==> src/rtl/xnor_match_pipe_if.sv <==
// rtl/xnor_match_pipe_if.sv - operand/result stream bundle for xnor_match_pipe
//
// Carries the input operand stream (in_*, in_ready) and the output result
// stream (out_*, out_ready). The slave modport is the pipeline side; the
// master modport is the source/consumer side.
interface xnor_match_pipe_if #(
    parameter int WIDTH = 8,
    parameter int ACC_W = 16
);
    localparam int CNT_W = $clog2(WIDTH + 1);

    logic             in_valid;
    logic             in_ready;
    logic [WIDTH-1:0] in_a;
    logic [WIDTH-1:0] in_b;
    logic [1:0]       in_op;
    logic             in_last;

    logic             out_valid;
    logic             out_ready;
    logic [WIDTH-1:0] out_y;
    logic [CNT_W-1:0] out_cnt;
    logic             out_all;
    logic             out_last;
    logic [ACC_W-1:0] out_frame_cnt;
    logic             out_sat;

    modport slave (
        input  in_valid, in_a, in_b, in_op, in_last, out_ready,
        output in_ready, out_valid, out_y, out_cnt, out_all, out_last,
               out_frame_cnt, out_sat
    );

    modport master (
        output in_valid, in_a, in_b, in_op, in_last, out_ready,
        input  in_ready, out_valid, out_y, out_cnt, out_all, out_last,
               out_frame_cnt, out_sat
    );
endinterface

==> src/rtl/xnor_match_pipe.sv <==
// rtl/xnor_match_pipe.sv - registered bitwise-op stage with popcount and frame accumulator
//
// Ports:
//   clk    - rising-edge clock
//   rst_n  - asynchronous active-low reset
//   bus    - xnor_match_pipe_if.slave: operand stream in, result stream out
// One register stage; in_ready = !out_valid || out_ready (no skid buffer).
module xnor_match_pipe #(
    parameter int WIDTH = 8,
    parameter int ACC_W = 16
) (
    input  logic                 clk,
    input  logic                 rst_n,
    xnor_match_pipe_if.slave     bus
);
    localparam int CNT_W = $clog2(WIDTH + 1);

    logic             valid_q, valid_d;
    logic [WIDTH-1:0] y_q, y_d;
    logic [CNT_W-1:0] cnt_q, cnt_d;
    logic             all_q, all_d;
    logic             last_q, last_d;
    logic [ACC_W-1:0] frame_q, frame_d;
    logic             sat_q, sat_d;
    logic [ACC_W-1:0] acc_q, acc_d;
    logic             ovf_q, ovf_d;

    logic             accept;
    logic [WIDTH-1:0] res;
    logic [CNT_W-1:0] cnt;
    logic [ACC_W:0]   sum;
    logic             sum_ovf;
    logic [ACC_W-1:0] sum_sat;

    assign bus.in_ready = !valid_q || bus.out_ready;
    assign accept       = bus.in_valid && bus.in_ready;

    always_comb begin
        res = '0;
        case (bus.in_op)
            2'b00:   res = ~(bus.in_a ^ bus.in_b);
            2'b01:   res = bus.in_a ^ bus.in_b;
            2'b10:   res = bus.in_a & bus.in_b;
            default: res = bus.in_a | bus.in_b;
        endcase
    end

    always_comb begin
        cnt = '0;
        for (int i = 0; i < WIDTH; i++) begin
            cnt = cnt + CNT_W'(res[i]);
        end
    end

    // One extra bit catches the carry out; any carry clamps to all ones.
    assign sum     = {1'b0, acc_q} + (ACC_W + 1)'(cnt);
    assign sum_ovf = sum[ACC_W];
    assign sum_sat = sum_ovf ? {ACC_W{1'b1}} : sum[ACC_W-1:0];

    always_comb begin
        valid_d = valid_q;
        y_d     = y_q;
        cnt_d   = cnt_q;
        all_d   = all_q;
        last_d  = last_q;
        frame_d = frame_q;
        sat_d   = sat_q;
        acc_d   = acc_q;
        ovf_d   = ovf_q;
        if (accept) begin
            valid_d = 1'b1;
            y_d     = res;
            cnt_d   = cnt;
            all_d   = &res;
            last_d  = bus.in_last;
            if (bus.in_last) begin
                frame_d = sum_sat;
                sat_d   = ovf_q | sum_ovf;
                acc_d   = '0;
                ovf_d   = 1'b0;
            end else begin
                acc_d   = sum_sat;
                ovf_d   = ovf_q | sum_ovf;
            end
        end else if (bus.out_ready) begin
            valid_d = 1'b0;
        end
    end

    always_ff @(posedge clk or negedge rst_n) begin
        if (!rst_n) begin
            valid_q <= 1'b0;
            y_q     <= '0;
            cnt_q   <= '0;
            all_q   <= 1'b0;
            last_q  <= 1'b0;
            frame_q <= '0;
            sat_q   <= 1'b0;
            acc_q   <= '0;
            ovf_q   <= 1'b0;
        end else begin
            valid_q <= valid_d;
            y_q     <= y_d;
            cnt_q   <= cnt_d;
            all_q   <= all_d;
            last_q  <= last_d;
            frame_q <= frame_d;
            sat_q   <= sat_d;
            acc_q   <= acc_d;
            ovf_q   <= ovf_d;
        end
    end

    assign bus.out_valid     = valid_q;
    assign bus.out_y         = y_q;
    assign bus.out_cnt       = cnt_q;
    assign bus.out_all       = all_q;
    assign bus.out_last      = last_q;
    assign bus.out_frame_cnt = frame_q;
    assign bus.out_sat       = sat_q;
endmodule

==> src/flat_wrapper.sv <==
// flat-port wrapper written by rule: the top's interface ports become plain ports
module xnor_match_pipe_flat 
#(
    parameter int WIDTH = 8,
    parameter int ACC_W = 16
)
  (clk, rst_n, bus_in_valid, bus_in_a, bus_in_b, bus_in_op, bus_in_last, bus_out_ready, bus_in_ready, bus_out_valid, bus_out_y, bus_out_cnt, bus_out_all, bus_out_last, bus_out_frame_cnt, bus_out_sat);
  xnor_match_pipe_if #(.WIDTH(WIDTH), .ACC_W(ACC_W)) bus_i ();
  input  logic clk;
  input  logic rst_n;
  input wire logic [$bits(bus_i.in_valid)-1:0] bus_in_valid;
  input wire logic [$bits(bus_i.in_a)-1:0] bus_in_a;
  input wire logic [$bits(bus_i.in_b)-1:0] bus_in_b;
  input wire logic [$bits(bus_i.in_op)-1:0] bus_in_op;
  input wire logic [$bits(bus_i.in_last)-1:0] bus_in_last;
  input wire logic [$bits(bus_i.out_ready)-1:0] bus_out_ready;
  output wire logic [$bits(bus_i.in_ready)-1:0] bus_in_ready;
  output wire logic [$bits(bus_i.out_valid)-1:0] bus_out_valid;
  output wire logic [$bits(bus_i.out_y)-1:0] bus_out_y;
  output wire logic [$bits(bus_i.out_cnt)-1:0] bus_out_cnt;
  output wire logic [$bits(bus_i.out_all)-1:0] bus_out_all;
  output wire logic [$bits(bus_i.out_last)-1:0] bus_out_last;
  output wire logic [$bits(bus_i.out_frame_cnt)-1:0] bus_out_frame_cnt;
  output wire logic [$bits(bus_i.out_sat)-1:0] bus_out_sat;
  assign bus_i.in_valid = bus_in_valid;
  assign bus_i.in_a = bus_in_a;
  assign bus_i.in_b = bus_in_b;
  assign bus_i.in_op = bus_in_op;
  assign bus_i.in_last = bus_in_last;
  assign bus_i.out_ready = bus_out_ready;
  assign bus_in_ready = bus_i.in_ready;
  assign bus_out_valid = bus_i.out_valid;
  assign bus_out_y = bus_i.out_y;
  assign bus_out_cnt = bus_i.out_cnt;
  assign bus_out_all = bus_i.out_all;
  assign bus_out_last = bus_i.out_last;
  assign bus_out_frame_cnt = bus_i.out_frame_cnt;
  assign bus_out_sat = bus_i.out_sat;
  xnor_match_pipe #(.WIDTH(WIDTH), .ACC_W(ACC_W)) u_core (.clk(clk), .rst_n(rst_n), .bus(bus_i));
endmodule
==> config.mk <==
export PLATFORM = sky130hd
export DESIGN_NAME = xnor_match_pipe_flat
export DESIGN_NICKNAME = d
export VERILOG_FILES = /design/src/rtl/xnor_match_pipe_if.sv /design/src/rtl/xnor_match_pipe.sv /design/src/flat_wrapper.sv
export SDC_FILE = /design/constraint.sdc
export NUM_CORES = 1
export LEC_CHECK = 0
export ABC_AREA = 1
export CORE_ASPECT_RATIO = 1.5
export CORE_MARGIN = 2
export CORE_UTILIZATION = 30
export DETAILED_ROUTE_END_ITERATION = 12
export HOLD_SLACK_MARGIN = 0.1
export SKIP_CTS_REPAIR_TIMING = 1
export SYNTH_ARGS = -nofsm -noshare
export SYNTH_HDL_FRONTEND = slang
export SYNTH_SLANG_ARGS = --single-unit
==> constraint.sdc <==
create_clock -name clk -period 1.59 [get_ports clk]
set_input_delay 0.159 -clock clk [delete_from_list [all_inputs] [get_ports clk]]
set_output_delay 0.159 -clock clk [all_outputs]
set_load 0.01 [all_outputs]
[Yosys cells after proc, flatten, opt, wreduce, memory -nomap -nowiden]
Cells that the tools add are included.
Cells by class
  add/subtract/negate cells: 8
  equality and inequality tests: 2
  muxes and demuxes: 6
  bitwise operators: 5
  reductions and logical operators: 7
Operator list (count)
  $mux 16: 2
  $add 4x1->4: 6
  $pmux 8 s3: 1
  $add 16x4->17: 1
  $and 8x8->8: 1
  $not 8->8: 1
  $or 8x8->8: 1
  $reduce_and 8->1: 1
  $xor 8x8->8: 1
  $mux 1: 3
  $add 1x1->2: 1
  $eq 2x1->1 const B: 1
  $eq 2x2->1 const B: 1
  $logic_not 2->1: 1
  $reduce_and 2->1: 1
  $reduce_bool 2->1: 1
  $logic_and 1x1->1: 1
  $logic_not 1->1: 1
  $logic_or 1x1->1: 1
  $or 1x1->1: 1
Word-level totals
  bits in registers: 49
  bits of input ports: 23
  output and inout bits: 33
  logic and storage cells: 37

[Logic depth before layout (Yosys ltp)]
  depth in word-level cells: 13
  gate-level depth with buffers: 23
  gate-level depth less buffers: 23

[Worst setup path after synthesis]
No wires, ideal clock.
  path type: input to register
  start point: input bus_in_b[0]
  end point: register u_core.acc_q[9]
  setup time: 0.065 ns
  arrival: 4.182 ns
  data required time: 1.525 ns
  path slack: -2.658 ns
  stages: 20
  buffers on the path: 1
  cell sequence: inv_1 -> ha_1 -> a21oi_1 -> o21ai_0 -> o211ai_1 -> ha_1 -> fa_1 -> inv_1 -> fa_1 -> fa_1 -> fa_1 -> fa_1 -> inv_2 -> nand3_1 -> nand3_1 -> nand4_2 -> buf_6 -> nand3_2 -> nand2_1 -> nand2_1
Between the ends
  word-level cells in the longest chain between the ends: 13
  elaborated cells on any way between the ends: 15
  those cells by class: add/sub: 8; mux: 3; bitwise: 4
Ends and longest elaborated chain
  start: declaration: RTL line flat_wrapper.sv:13  | input wire logic [$bits(bus_i.in_b)-1:0] bus_in_b;
  $xor 8x8->8: RTL line xnor_match_pipe.sv:41, xnor_match_pipe.sv:42
  $not 8->8: RTL line xnor_match_pipe.sv:41  | 2'b00: res = ~(bus.in_a ^ bus.in_b);
  $pmux 8 s3 *: RTL line xnor_match_pipe.sv:40  | case (bus.in_op)
  via u_core.res[0]: RTL line xnor_match_pipe.sv:29  | logic [WIDTH-1:0] res;
  $add 1x1->2 *: RTL line xnor_match_pipe.sv:51  | cnt = cnt + CNT_W'(res[i]);
  $add 4x1->4 * (6 in series): RTL line xnor_match_pipe.sv:51
  $add 16x4->17 *: RTL line xnor_match_pipe.sv:56  | assign sum = {1'b0, acc_q} + (ACC_W + 1)'(cnt);
  $mux 16 *: RTL line xnor_match_pipe.sv:58  | assign sum_sat = sum_ovf ? {ACC_W{1'b1}} : sum[ACC_W-1:0];
  $mux 16 *: RTL line xnor_match_pipe.sv:76  | if (bus.in_last) begin
  end signal: assignment: RTL line xnor_match_pipe.sv:99  | acc_q <= '0;
  end signal: assignment: RTL line xnor_match_pipe.sv:109  | acc_q <= acc_d;
  end: declaration: RTL line xnor_match_pipe.sv:25  | logic [ACC_W-1:0] acc_q, acc_d;
The timed path passes the listed nets; every way through them passes the cells marked *.
A chain may end at the register's enable or synchronous reset.

[Worst setup path after layout]
  start point: input bus_in_a[0]
  end point: register u_core.acc_q[9]
Between the ends
  word-level cells in the longest chain between the ends: 13
  elaborated cells on any way between the ends: 15
  those cells by class: add/sub: 8; mux: 3; bitwise: 4
Ends and longest elaborated chain
  start: declaration: RTL line flat_wrapper.sv:12  | input wire logic [$bits(bus_i.in_a)-1:0] bus_in_a;
  $xor 8x8->8: RTL line xnor_match_pipe.sv:41, xnor_match_pipe.sv:42
  $not 8->8: RTL line xnor_match_pipe.sv:41
  $pmux 8 s3 *: RTL line xnor_match_pipe.sv:40
  via u_core.res[0]: RTL line xnor_match_pipe.sv:29
  $add 1x1->2 *: RTL line xnor_match_pipe.sv:51
  $add 4x1->4 * (6 in series): RTL line xnor_match_pipe.sv:51
  $add 16x4->17 *: RTL line xnor_match_pipe.sv:56
  $mux 16 *: RTL line xnor_match_pipe.sv:58
  $mux 16 *: RTL line xnor_match_pipe.sv:76
Marks and branches as above.

==> flow_metrics.tcl <==
set metrics [dict create \
    p_int_w 0.00327 \
    powerDensity_nw_per_um2 1060 \
    clock-sinks 49 \
    grt_util_all_layers 0.154 \
    p_comb_frac 0.481 \
    leakage_nw 2.54 \
    avgSynthCellArea_sq_um 7.55 \
    initial_core_util 0.306 \
    clockBufferDepth 2 \
    hold_violations 0 \
    cts_tree "yes" \
    core_sq_um 10500 \
    insertedDiodeCount 0 \
    violations "negative setup slack" \
    viasPerCell 4.57 \
    ys_warn_count 0 \
    grt_pass1_wl_um 14000 \
    yosysTopAreaCell "dfrtp_1" \
    arrival_ns 4.17 \
    fin_setup_tns_ns -84.23 \
    wl_um 8740 \
    fin_hold_ws_ns 0.377 \
    crit_required_ns 1.83 \
    fin_crit_sh 2.48 \
    die_h_um 131 \
    synthTopCellsByArea "dfrtp_1 38%, nand2_1 21%, ha_1 8.9%" \
    rows 46 \
    cp_max_fo 4 \
    globalRouteOverflowTotal 0 \
    synth_cells 427 \
    mostFrequentLayoutCells "166 x nand2_1, 49 x dfrtp_1, 44 x buf_4" \
    rsz0062_at_grt "true" \
    drive_above_1_share 0.294 \
    sw_frac_of_total 0.363 \
    placed_cell_area_sq_um 4390 \
    final_common_cell "nand2_1" \
    seq_area_frac_synth 0.380 \
    drt_iter0_drc 109 \
    clk_pin_slew_ns 0.07 \
    maxCapViolCount 0 \
    io_pins 56 \
    cts_root_buf "clkbuf_16" \
    worst_slew_pin_slew_ns 0.435 \
    finalSetupViolations 38 \
    start_kind "input pin" \
    utilization 0.460 \
    fin_skew_ns 0.00679 \
    fp.dieW_um 88.6 \
    seqPwrFrac 0.304 \
    fin_nets 587 \
    netlist_area_sq_um 3220 \
    design_area_sq_um 4850 \
    cts_inserted_buffers 5 \
    status "complete, but fails checks" \
    clk_latency_ns 0.30 \
    power_frac_clock 0.215 \
    path_class "in2reg" \
    fin_ws_ns -2.35 \
    synth_cell_types 34 \
    relSlewSlack 0.709 \
    hold_path_class "in2async" \
    antenna_found_initial 0 \
    synth_nets 478 \
    num_vias 3114 \
    area_growth_pct 50.3 \
    dpl.hpwl_um 6680 \
    fin_crit_ns 3.94 \
    drtPass1Iterations 6 \
    routabilityCongestion 0.893 \
    synth_top_cell_area_share 0.380 \
    power.switching_w 0.00186 \
    io_buffers 55 \
    drc 0 \
    ant_nets 0 \
    cp-end-kind "flop" \
    wire_per_inst_um 12.8 \
    grt_max_degree 50 \
    ys_ff_latch 49 \
    h-tree-depth 2 \
    slew_violations 0 \
    grt_pass1_vias 3201 \
    fmax_mhz 254 \
    die_area_sq_um 11600 \
    ir_drop_mv 0.479 \
]
-- synthesized netlist by cell type, drive strengths merged --
library cell and number:
ha 23, a22oi 1, o21ai 16, nand3 33, xor2 4, clkbuf 4, dfrtp 49, o21a 1
inv 54, fa 5, nand2 185, buf 6, nor3 5, nand3b 2, or2 6, a21oi 6
nand4 6, nor2 19, o211ai 1, xnor2 1
-- final cells by class --
class | instances | area [sq um]
multi-input cells | 314 | 2010
repair buffers | 112 | 1050
fillers | 1013 | 5690
clock inverters | 3 | 26.3
clock buffers | 5 | 125
well taps | 144 | 180
flip-flops and latches | 49 | 1230
inverters | 54 | 223
-- power by group through the flow --
| stage | registers (W) | clock network, W | logic, W |
|---|---|---|---|
| 2_1_floorplan | 0.00162 | 0 | 0.00112 |
| 3_3_place_gp | 0.00158 | 0 | 0.00211 |
| 3_5_place_dp | 0.00158 | 0 | 0.00215 |
| 4_1_cts | 0.00156 | 0.00112 | 0.00216 |
| 5_1_grt | 0.00158 | 0.00117 | 0.00273 |
| 6_report | 0.00156 | 0.00110 | 0.00247 |
-- sequential cells by signal, indices dropped and copies added (netlist names) --
signal	cells
u_core.bus.out_valid	1
u_core.bus.out_frame_cnt	16
u_core.bus.out_y	8
u_core.bus.out_last	1
u_core.bus.out_cnt	4
u_core.bus.out_sat	1
u_core.bus.out_all	1
u_core.acc_q	16
u_core.ovf_q	1
-- kinds of logic (layout without fill, tap and decap cells) --
family | Yosys count | in the layout | share of synthesized area
buffers and inverters | 64 | 174 | 0.0819
AND/OR/NAND/NOR | 256 | 256 | 0.362
AO/OA/AOI/OAI | 25 | 25 | 0.0423
adder cells (fa/ha/maj) | 28 | 28 | 0.120
flip-flops | 49 | 49 | 0.380
XOR/XNOR | 5 | 5 | 0.0136
-- layer usage --
metal | GRT usage | vias up | routed length, um
li1 | - | 1548 | -
met3 | 0.0226 | 22 | 249
met1 | 0.146 | 1487 | 3060
met4 | 0.0668 | 0 | 297
met2 | 0.313 | 57 | 5140
met5 | 0 | - | 0
-- critical path, cell delays in order --
cell	delay, ns
buf_6	0.08
inv_4	0.03
ha_4	0.25
a21oi_2	0.04
o21ai_1	0.06
o211ai_1	0.09
buf_4	0.16
ha_4	0.23
fa_1	0.49
inv_2	0.04
fa_2	0.45
fa_2	0.40
fa_2	0.49
fa_2	0.38
inv_2	0.08
nand3_2	0.09
nand3_4	0.12
nand4_4	0.14
buf_6	0.19
nand3_2	0.07
nand2_1	0.05
nand2_1	0.07
-- through the flow --
stage	cells	worst slack (ns)	power [W]
2_1_floorplan	427	-2.39	0.00274
3_3_place_gp	662	-3.21	0.00369
3_5_place_dp	662	-3.27	0.00373
4_1_cts	670	-2.97	0.00484
5_1_grt	681	-2.53	0.00548
6_report	681	-2.35	0.00513
-- final timing paths --
path | from | to | slack [ns] | cells after the start
setup / recovery | bus_in_a[0] | u_core.acc_q[9] | -2.35 | 22
hold / removal | rst_n | u_core.bus.out_frame_cnt[10] | 0.38 | 3
setup reg to reg | u_core.acc_q[0] | u_core.acc_q[9] | -0.27 | 11
hold reg to reg | u_core.bus.out_frame_cnt[14] | u_core.bus.out_frame_cnt[14] | 0.48 | 2
max in group asynchronous | rst_n | u_core.acc_q[2] | 0.98 | 3
min in group clk | bus_in_a[1] | u_core.bus.out_y[1] | 0.40 | 6
Note: power is estimated with default switching activity, not from simulation.
